### src/rtl/cpu_pkg.sv
// ---------------------------------------------------------------------------
// cpu_pkg
// Shared definitions for the memory arbiter slice: default geometry of the
// RAM port, the default WAIT-state abort limit, the arbiter FSM encoding and
// the requester index convention used on the two-bit request/grant vectors.
// No ports (package).
// ---------------------------------------------------------------------------
package cpu_pkg;

    localparam int AW_DEF      = 8;   // RAM address width
    localparam int DW_DEF      = 16;  // RAM data / instruction width
    localparam int TIMEOUT_DEF = 15;  // WAIT cycles before abort, 1..255
    localparam int CNT_W       = 8;   // wide enough for any legal TIMEOUT

    // Bit positions inside the req/gnt vectors of the round-robin arbiter.
    localparam int IDX_FETCH = 0;
    localparam int IDX_DATA  = 1;

    typedef enum logic [1:0] {
        IDLE  = 2'd0,
        ISSUE = 2'd1,
        WAIT  = 2'd2,
        RESP  = 2'd3
    } state_t;

endpackage

### src/rtl/mem_arbiter_if.sv
// ---------------------------------------------------------------------------
// mem_arbiter_if
// Bundles every bus signal around the arbiter: the read-only fetch port,
// the read/write data port, the shared RAM command/completion port and the
// err/busy status lines.
//   master : arbiter view (drives acks, read data, RAM command, err, busy)
//   slave  : environment view (drives requests, RAM completion)
// ---------------------------------------------------------------------------
interface mem_arbiter_if
    import cpu_pkg::*;
#(
    parameter int AW = AW_DEF,
    parameter int DW = DW_DEF
) ();

    // Fetch port (read-only)
    logic          f_req;
    logic [AW-1:0] f_addr;
    logic          f_ack;
    logic [DW-1:0] f_rdata;

    // Data port
    logic          d_req;
    logic          d_we;
    logic [AW-1:0] d_addr;
    logic [DW-1:0] d_wdata;
    logic          d_ack;
    logic [DW-1:0] d_rdata;

    // Status
    logic          err;
    logic          busy;

    // RAM side
    logic          ram_req;
    logic          ram_we;
    logic [AW-1:0] ram_addr;
    logic [DW-1:0] ram_wdata;
    logic          ram_done;
    logic [DW-1:0] ram_rdata;

    modport master (
        input  f_req, f_addr, d_req, d_we, d_addr, d_wdata,
        input  ram_done, ram_rdata,
        output f_ack, f_rdata, d_ack, d_rdata, err, busy,
        output ram_req, ram_we, ram_addr, ram_wdata
    );

    modport slave (
        output f_req, f_addr, d_req, d_we, d_addr, d_wdata,
        output ram_done, ram_rdata,
        input  f_ack, f_rdata, d_ack, d_rdata, err, busy,
        input  ram_req, ram_we, ram_addr, ram_wdata
    );

endinterface

### src/rtl/rr_arb2.sv
// ---------------------------------------------------------------------------
// rr_arb2
// Two-way round-robin selector. A lone requester is granted directly; on a
// tie the requester that did not win last time is granted. The last-granted
// flag only moves when the owner pulses update with a non-empty grant.
// Ports:
//   clk, rst : clock, asynchronous active-high reset (last-granted = data,
//              so fetch wins the first tie)
//   req[1:0] : bit 0 = fetch, bit 1 = data
//   update   : commit the current grant as "last granted"
//   gnt[1:0] : one-hot grant (combinational), zero when nothing requested
// ---------------------------------------------------------------------------
module rr_arb2 (
    input  logic       clk,
    input  logic       rst,
    input  logic [1:0] req,
    input  logic       update,
    output logic [1:0] gnt
);

    logic last_data;

    always_comb begin
        gnt = req;
        if (req == 2'b11) begin
            gnt = last_data ? 2'b01 : 2'b10;
        end
    end

    always_ff @(posedge clk or posedge rst) begin
        if (rst) begin
            last_data <= 1'b1;
        end else if (update && (gnt != 2'b00)) begin
            last_data <= gnt[1];
        end
    end

endmodule

### src/rtl/mem_arbiter.sv
// ---------------------------------------------------------------------------
// mem_arbiter
// Shares one single-outstanding RAM port between an instruction-fetch port
// (read-only) and a data port (read/write). A four-state FSM picks a winner
// in IDLE, pulses the RAM command in ISSUE, waits for ram_done (or aborts
// after TIMEOUT WAIT cycles) and pulses the winner's ack in RESP.
// Ports:
//   clk  : sole clock, rising edge
//   rst  : asynchronous active-high reset; abandons any transaction
//   bus  : mem_arbiter_if.master -- fetch/data ports, RAM port, err, busy
// Parameters: AW address width, DW data width, TIMEOUT (1..255) WAIT limit.
// ---------------------------------------------------------------------------
module mem_arbiter
    import cpu_pkg::*;
#(
    parameter int AW      = AW_DEF,
    parameter int DW      = DW_DEF,
    parameter int TIMEOUT = TIMEOUT_DEF
) (
    input logic           clk,
    input logic           rst,
    mem_arbiter_if.master bus
);

    localparam logic [CNT_W-1:0] TO_LIM = CNT_W'(TIMEOUT);

    state_t           state_q;
    state_t           state_d;
    logic [1:0]       gnt;
    logic             grant_now;
    logic             win_data;      // 1 = data port owns the transaction
    logic [AW-1:0]    addr_q;
    logic             we_q;
    logic [DW-1:0]    wdata_q;
    logic [CNT_W-1:0] cnt_q;
    logic             timed_out;
    logic             err_q;
    logic [DW-1:0]    f_rdata_q;
    logic [DW-1:0]    d_rdata_q;

    rr_arb2 u_rr (
        .clk    (clk),
        .rst    (rst),
        .req    ({bus.d_req, bus.f_req}),
        .update (grant_now),
        .gnt    (gnt)
    );

    // A grant is only taken while idle; this also advances the RR pointer.
    assign grant_now = (state_q == IDLE) && (gnt != 2'b00);

    // The WAIT cycle that would be number TIMEOUT without ram_done aborts,
    // so at most TIMEOUT WAIT cycles are spent on one transaction.
    assign timed_out = (cnt_q + CNT_W'(1)) == TO_LIM;

    always_comb begin
        state_d = state_q;
        case (state_q)
            IDLE:    if (grant_now) state_d = ISSUE;
            ISSUE:   state_d = WAIT;
            WAIT:    if (bus.ram_done || timed_out) state_d = RESP;
            RESP:    state_d = IDLE;
            default: state_d = IDLE;
        endcase
    end

    always_ff @(posedge clk or posedge rst) begin
        if (rst) begin
            state_q   <= IDLE;
            win_data  <= 1'b0;
            cnt_q     <= '0;
            err_q     <= 1'b0;
            f_rdata_q <= '0;
            d_rdata_q <= '0;
        end else begin
            state_q <= state_d;

            if (grant_now) begin
                win_data <= gnt[IDX_DATA];
            end

            if (state_q == ISSUE) begin
                cnt_q <= '0;
            end else if ((state_q == WAIT) && !bus.ram_done) begin
                cnt_q <= cnt_q + CNT_W'(1);
            end

            // Read data is written into the winner's register on the way
            // into RESP, so it is valid during the ack and held afterwards.
            if (state_q == WAIT) begin
                if (bus.ram_done) begin
                    err_q <= 1'b0;
                    if (win_data) d_rdata_q <= bus.ram_rdata;
                    else          f_rdata_q <= bus.ram_rdata;
                end else if (timed_out) begin
                    err_q <= 1'b1;
                    if (win_data) d_rdata_q <= '0;
                    else          f_rdata_q <= '0;
                end
            end
        end
    end

    // Command latch: captured with the grant; the fetch port cannot write.
    always_ff @(posedge clk) begin
        if (grant_now) begin
            addr_q  <= gnt[IDX_DATA] ? bus.d_addr  : bus.f_addr;
            we_q    <= gnt[IDX_DATA] & bus.d_we;
            wdata_q <= gnt[IDX_DATA] ? bus.d_wdata : '0;
        end
    end

    // RAM command is presented only in ISSUE, so outputs read zero otherwise
    // (including straight out of reset) without resetting the latch.
    assign bus.ram_req   = (state_q == ISSUE);
    assign bus.ram_we    = (state_q == ISSUE) && we_q;
    assign bus.ram_addr  = (state_q == ISSUE) ? addr_q  : '0;
    assign bus.ram_wdata = (state_q == ISSUE) ? wdata_q : '0;

    assign bus.f_ack   = (state_q == RESP) && !win_data;
    assign bus.d_ack   = (state_q == RESP) &&  win_data;
    assign bus.err     = (state_q == RESP) &&  err_q;
    assign bus.busy    = (state_q != IDLE);
    assign bus.f_rdata = f_rdata_q;
    assign bus.d_rdata = d_rdata_q;

endmodule

### src/flat_wrapper.sv
// flat-port wrapper written by rule: the top's interface ports become plain ports
module mem_arbiter_flat import cpu_pkg::*;
#(
    parameter int AW      = AW_DEF,
    parameter int DW      = DW_DEF,
    parameter int TIMEOUT = TIMEOUT_DEF
)
  (clk, rst, bus_f_req, bus_f_addr, bus_d_req, bus_d_we, bus_d_addr, bus_d_wdata, bus_ram_done, bus_ram_rdata, bus_f_ack, bus_f_rdata, bus_d_ack, bus_d_rdata, bus_err, bus_busy, bus_ram_req, bus_ram_we, bus_ram_addr, bus_ram_wdata);
  mem_arbiter_if #(.AW(AW), .DW(DW)) bus_i ();
  input logic clk;
  input logic rst;
  input wire logic [$bits(bus_i.f_req)-1:0] bus_f_req;
  input wire logic [$bits(bus_i.f_addr)-1:0] bus_f_addr;
  input wire logic [$bits(bus_i.d_req)-1:0] bus_d_req;
  input wire logic [$bits(bus_i.d_we)-1:0] bus_d_we;
  input wire logic [$bits(bus_i.d_addr)-1:0] bus_d_addr;
  input wire logic [$bits(bus_i.d_wdata)-1:0] bus_d_wdata;
  input wire logic [$bits(bus_i.ram_done)-1:0] bus_ram_done;
  input wire logic [$bits(bus_i.ram_rdata)-1:0] bus_ram_rdata;
  output wire logic [$bits(bus_i.f_ack)-1:0] bus_f_ack;
  output wire logic [$bits(bus_i.f_rdata)-1:0] bus_f_rdata;
  output wire logic [$bits(bus_i.d_ack)-1:0] bus_d_ack;
  output wire logic [$bits(bus_i.d_rdata)-1:0] bus_d_rdata;
  output wire logic [$bits(bus_i.err)-1:0] bus_err;
  output wire logic [$bits(bus_i.busy)-1:0] bus_busy;
  output wire logic [$bits(bus_i.ram_req)-1:0] bus_ram_req;
  output wire logic [$bits(bus_i.ram_we)-1:0] bus_ram_we;
  output wire logic [$bits(bus_i.ram_addr)-1:0] bus_ram_addr;
  output wire logic [$bits(bus_i.ram_wdata)-1:0] bus_ram_wdata;
  assign bus_i.f_req = bus_f_req;
  assign bus_i.f_addr = bus_f_addr;
  assign bus_i.d_req = bus_d_req;
  assign bus_i.d_we = bus_d_we;
  assign bus_i.d_addr = bus_d_addr;
  assign bus_i.d_wdata = bus_d_wdata;
  assign bus_i.ram_done = bus_ram_done;
  assign bus_i.ram_rdata = bus_ram_rdata;
  assign bus_f_ack = bus_i.f_ack;
  assign bus_f_rdata = bus_i.f_rdata;
  assign bus_d_ack = bus_i.d_ack;
  assign bus_d_rdata = bus_i.d_rdata;
  assign bus_err = bus_i.err;
  assign bus_busy = bus_i.busy;
  assign bus_ram_req = bus_i.ram_req;
  assign bus_ram_we = bus_i.ram_we;
  assign bus_ram_addr = bus_i.ram_addr;
  assign bus_ram_wdata = bus_i.ram_wdata;
  mem_arbiter #(.AW(AW), .DW(DW), .TIMEOUT(TIMEOUT)) u_core (.clk(clk), .rst(rst), .bus(bus_i));
endmodule
### config.mk
export PLATFORM = sky130hd
export DESIGN_NAME = mem_arbiter_flat
export DESIGN_NICKNAME = d
export VERILOG_FILES = /design/src/rtl/cpu_pkg.sv /design/src/rtl/mem_arbiter_if.sv /design/src/rtl/rr_arb2.sv /design/src/rtl/mem_arbiter.sv /design/src/flat_wrapper.sv
export SDC_FILE = /design/constraint.sdc
export NUM_CORES = 1
export LEC_CHECK = 0
export BUFFER_PORTS_ARGS = -buffer_cell sky130_fd_sc_hd__buf_2
export CAP_MARGIN = 0
export CORE_MARGIN = 3
export CORE_UTILIZATION = 54
export DETAILED_ROUTE_END_ITERATION = 12
export PLACE_DENSITY = 0.85
export SYNTH_ARGS = -nofsm -noshare
export SYNTH_HDL_FRONTEND = slang
export SYNTH_HIERARCHICAL = 1
export SYNTH_SLANG_ARGS = --single-unit
### constraint.sdc
create_clock -name clk -period 5.8 [get_ports clk]
set_input_delay 0.87 -clock clk [delete_from_list [all_inputs] [get_ports clk]]
set_output_delay 0.87 -clock clk [all_outputs]
set_load 0.01 [all_outputs]
==> metrics, run 1 <==
status completed; ANT nets after route 0; Core Rows 27; Num Clock Sinks 70; Die X 84.3 microns; fin nets 475; CTS H-tree lvls 3; max cap viols 0; Pleak 1.99 nW; crit-path max FO 28; CTS buffer count 9; Vias 2,733; Final Hold Fails 0; worst hold stages 1; CP startpoint bus_d_req; syn_area_per_cell 10.8 sq um; port buffer count 115; Setup TNS Final 0 ns; Via density 5.55; Worst Tran Pin Value 1.24 ns; global route overflow 0; Worst Setup Path Type in -> reg; Max Root-Sink Buffers 2; crit path DAT 3.22 ns; Cell Area, Synth 3310 sq um; f_max 0.339 GHz; Pwr Density 481 nW/um^2; Clock power frac 23.0%; Post-Syn Instances 307; first-iteration detailed-routing DRC count 213; share of layout cells above drive strength 1 36.0%; Reg-to-Reg Start u_core/u_rr/last_data; Pre-antenna DRT Iters 4; core area 5710 sq um; DIE AREA 7110 sq um; unrepaired setup endpoints after global routing false; drt wl/cell 15.6 microns; HPWL Detailed 5.16 mm; Critical Path End Type flip-flop; CTS clock-pin slew for the worst setup and hold paths 0.08 ns; die height 84.3 microns; Reg-to-Reg End u_core/u_rr/last_data; r2r setup slk 3.07 ns; Netlist cell types 39; largest net degree at the start of global routing 45; Slew Limit Fails 0; warnings from Yosys 6; Seq pwr share 39.5%; Worst R2R Path Depth 5; min cycle time layout 2.95 ns; worst hold path type reg -> reg; normalized max-slew margin 17.6%; gr usage total 22.4%; Final Skew 0.0102 ns; crit path to u_core/u_rr/last_data; Final Wtd Congestion 0.816; area delta synth->final 24.7%; number of global-route vias before repair 2,694; worst skew pair latency 0.34 ns; Seq/Total Area, Yosys 56.7%; Setup Buffers After CTS 0; Root Driver clkbuf_8; synthesized flop and latch total 70; post_cts resized 0; Hold WS 0.519 ns; Setup crit start kind input port; syn nets 367; hold buffer count at cts 0; antenna violations before repair 0; Final period util 50.9%; Inserted Diodes 0; Sw Ratio 36.1%; critical path data required time 6.07 ns; TritonCTS clock tree done; Combinational Power Share 37.5%; number of remaining DRC errors 0; switching power 0.717 mW; Int Pwr 1.27 mW; first-pass GRT wire length 12.6 mm; final wirelength 7.70 mm; IO Count 116; Initial Utilization 58.0%; Setup-failing EPs final 0; Max VDD drop 0.285 mV
kinds of logic (layout without fill, tap and decap cells):
logic type | Yosys count | after routing | share of synthesized area [%]
AO/OA/AOI/OAI | 109 | 109 | 17.8
XOR/XNOR | 7 | 7 | 2.08
multiplexers | 9 | 9 | 3.17
flip-flops | 70 | 70 | 56.7
AND/OR/NAND/NOR | 80 | 80 | 13.9
buffers and inverters | 26 | 139 | 4.12
adder cells (fa/ha/maj) | 6 | 6 | 2.27
sequential cells by signal, indices dropped and copies added, names as in the netlist:
name / count
u_core/addr_q: 8
u_core/bus.d_rdata: 16
u_core/bus.f_rdata: 16
u_core/cnt_q: 8
u_core/err_q: 1
u_core/state_q: 2
u_core/u_rr/last_data: 1
u_core/wdata_q: 16
u_core/we_q: 1
u_core/win_data: 1
per-stage QoR:
step	power (mW)	util, %	setup WS, ns	area, sq um	cells
global placement	1.50	68.0	2.60	3880	476
detailed placement	1.53	68.0	2.49	3880	476
floorplan	1.26	-	2.75	3310	307
CTS	2.00	72.3	2.83	4130	492
finish	1.99	72.3	2.85	4130	492
global route	2.12	72.3	2.54	4130	492
Yosys cell counts (all sizes together):
library cell,n,area share [%]
a21oi,99,15
and2,44,8.3
dfrtp,44,33
edfxtp,25,23
buf,10,2.3
nor2,10,1.1
clkbuf,9,1.1
mux2,9,3.2
nand2,8,0.91
inv,7,0.79
ha,6,2.3
xor2,5,1.5
nand4,4,0.76
a21boi,2,0.45
and3,2,0.38
nand2b,2,0.38
nand3,2,0.45
nor2b,2,0.38
nor3,2,0.30
nor3b,2,0.45
o21ai,2,0.42
xnor2,2,0.53
a211oi,1,0.23
a22o,1,0.26
a31oi,1,0.19
dfstp,1,0.79
o21a,1,0.23
o21bai,1,0.57
o22a,1,0.26
or3,1,0.19
or3b,1,0.26
placed cells by master, fill, tap and decap left out, types with 2 or more instances in the layout:
cell,n
buf_2,115
a21oi_1,97
and2_1,44
dfrtp_1,44
edfxtp_1,25
clkbuf_8,11
nor2_1,8
nand2_1,8
mux2_2,8
inv_1,6
ha_1,6
xor2_1,4
nand4_1,4
clkbuf_16,2
nor3b_1,2
nand2b_1,2
nor2_2,2
nor2b_1,2
nor3_1,2
xnor2_1,2
and3_1,2
a21oi_2,2
how the worst min path moves through the flow:
| stage | slack (ns) | end | from |
|---|---|---|---|
| floorplan | 0.46 | u_core/err_q | u_core/err_q |
| global placement | 0.48 | u_core/err_q | u_core/err_q |
| detailed placement | 0.49 | u_core/err_q | u_core/err_q |
| CTS | 0.52 | u_core/err_q | u_core/err_q |
| global route | 0.52 | u_core/u_rr/last_data | rst |
| finish | 0.52 | u_core/err_q | u_core/err_q |
routing by layer:
layer | global-route usage (%) | up-vias | share of wire, % | routed length (microns)
met1 | 26.1 | 1303 | 38 | 2940
met3 | 6.28 | 24 | 5.8 | 446
met4 | 10.2 | 0 | 3.3 | 253
li1 | - | 1295 | - | -
met2 | 38.3 | 111 | 53 | 4050
met5 | 0 | - | 0 | 0
power groups by stage:
stage,registers (mW),logic [mW],clock network [mW]
finish,0.785,0.744,0.456
global route,0.804,0.825,0.489
CTS,0.783,0.748,0.464
detailed placement,0.791,0.741,0
global placement,0.783,0.713,0
floorplan,0.824,0.435,0
critical path, cell delays in order:
cell and delay (ns):
buf_2 0.10, a21boi_2 0.78, nor2_1 0.14, nor2_2 0.96, a21oi_1 0.17, a31oi_1 0.19
cell type report:
cell class	count	area (sq um)
Sequential cell	70	1880
Clock buffer	13	201
Timing Repair Buffer	116	583
Clock inverter	3	43.8
Inverter	7	26.3
Tap cell	72	90.1
Multi-Input combinational cell	211	1310
Fill cell	394	1580
(Power assumes the default switching activity.)
==> inputs of run 2 (changes only) <==
CORE_UTILIZATION = 45   (was 54)
PLACE_DENSITY = 0.76   (was 0.85)
clock period = 2.66 ns   (was 5.8 ns; I/O delays follow)
==> run 2 against run 1 <==
Compared with the run above:
- combinational power up 120%
- wire length down 0.91%
- utilization down 12 points
- worst setup slack worse by 2.4 ns
- global-route usage down 3.8 points
- count of clock-buffer cells in the layout down 1
- critical endpoint is now bus_ram_addr[5]
- largest power group unchanged
==> metrics, run 2 (synthesized netlist as in run 1, its figures left out) <==
status completed (unchanged); TritonCTS clock tree done (unchanged); max cap viols 0 (unchanged); unrepaired setup endpoints after global routing false (unchanged); critical path data required time 2.26 ns (was 6.07 ns); worst hold path type in -> async (was reg -> reg); number of fill cells in the layout 602 (was 394); Max Root-Sink Buffers 2 (unchanged); area delta synth->final 26.4% (was 24.7%); Setup Buffers After CTS 0 (unchanged); Final Wtd Congestion 0.758 (was 0.816); Cell Area, Placed 3960 sq um (was 3880 sq um); Final Skew 0.0136 ns (was 0.0102 ns); Setup-failing EPs final 0 (unchanged); first-iteration detailed-routing DRC count 187 (was 213); global route overflow 0 (unchanged); share of layout cells above drive strength 1 37.1% (was 36.0%); Core Util, Final 60.0% (was 72.3%); Worst Tran Pin Value 0.781 ns (was 1.24 ns); min cycle time layout 2.23 ns; normalized max-slew margin 47.8% (was 17.6%); die height 91.8 microns (was 84.3 microns); Worst Setup Path Type reg -> out (was in -> reg); IO Count 116 (unchanged); Core Rows 30 (was 27); fin nets 481 (was 475); fin area 4190 sq um (was 4130 sq um); most frequent cells in the layout buf_2, a21oi_1, and2_1, dfrtp_1, edfxtp_1 (unchanged); ANT nets after route 0 (unchanged); gr usage total 18.6% (was 22.4%); HPWL Detailed 5.37 mm (was 5.16 mm); most common cell after layout, fill and taps aside buf_2 (unchanged); crit-path max FO 27 (was 28); Root Driver clkbuf_8 (unchanged); Multi-input gate area 1310 sq um (unchanged); hold buffer count at cts 0 (unchanged); number of global-route vias before repair 2,698 (was 2,694); number of remaining DRC errors 0 (unchanged); Final Hold Fails 0 (unchanged); Initial Utilization 47.5% (was 58.0%); CTS buffer count 9 (unchanged); post_cts resized 0 (unchanged); f_max 0.448 GHz; Slew Limit Fails 0 (unchanged); port buffer count 115 (unchanged); DIE AREA 8430 sq um (was 7110 sq um); Pre-antenna DRT Iters 4 (unchanged); Setup TNS Final 0 ns (unchanged); Vias 2,635 (was 2,733); Pwr Density 1020 nW/um^2 (was 481 nW/um^2); Setup crit start kind flip-flop (was input port); Critical Path End Type primary output (was flip-flop); CTS clock-pin slew for the worst setup and hold paths 0.07 ns (was 0.08 ns); drt wl/cell 14.6 microns (was 15.6 microns); largest net degree at the start of global routing 35 (was 45); Setup WS pre-CTS 0.649 ns (was 2.49 ns); Via density 5.05 (was 5.55); Max VDD drop 0.386 mV (was 0.285 mV); CTS H-tree lvls 3 (unchanged); PnR worst setup slack 0.430 ns (was 2.85 ns); Num Clock Sinks 70 (unchanged); sequential standard cell area 1880 sq um (unchanged); Final period util 83.8%; worst skew pair latency 0.34 ns (about the same); Pleak 2.02 nW (was 1.99 nW); final wirelength 7.63 mm (was 7.70 mm); core area 6980 sq um (was 5710 sq um); Inserted Diodes 0 (unchanged); first-pass GRT wire length 12.6 mm (about the same); Die X 91.8 microns (was 84.3 microns); crit path DAT 1.83 ns (was 3.22 ns); antenna violations before repair 0 (unchanged)
==> run 2: worst max-delay path: stages (launching register included) <==
cell	delay, ns
dfrtp_1	0.43
inv_1	0.10
ha_1	0.61
and2_1	0.23
buf_2	0.13
==> run 2: stage by stage <==
step	total power, mW	hold slack, ns	instances
detailed placement	3.36	0.409	506
CTS	4.32	0.0401	522
global route	4.59	0.0526	522
floorplan	2.74	0.289	307
finish	4.28	0.0590	522
global placement	3.29	0.406	506
==> run 2: worst paths after layout <==
check,from,end,cells past startpoint,slack (ns)
worst max-delay path,u_core/state_q[1],bus_ram_addr[5],4,0.43
worst min-delay path,rst,u_core/u_rr/last_data,2,0.06
worst max register to register,u_core/cnt_q[0],u_core/bus.f_rdata[10],6,0.62
worst min register to register,u_core/err_q,u_core/err_q,1,0.50
max in group asynchronous,rst,u_core/bus.d_rdata[14],3,1.89
min in group clk,bus_f_req,u_core/u_rr/last_data,2,0.25
==> run 2: power by group <==
part | switching [mW] | total (mW) | internal, mW | leakage, nW
combinational | 0.948 | 1.62 | 0.672 | 1.09
clock | 0.405 | 0.948 | 0.542 | 0.118
sequential | 0.199 | 1.72 | 1.52 | 0.812
==> run 2: layout make-up <==
class / count / share of cell area, %
Clock inverter: 4 / 1.20
Tap cell: 96 / 2.87
Sequential cell: 70 / 44.9
Multi-Input combinational cell: 211 / 31.2
Timing Repair Buffer: 122 / 15.0
Clock buffer: 12 / 4.21
Inverter: 7 / 0.628
==> run 2: layer usage <==
layer,global-route usage [%],share of wire [%]
met5,0,0
met4,8.04,1.3
met3,2.63,3.7
met2,33.0,55
met1,22.4,40
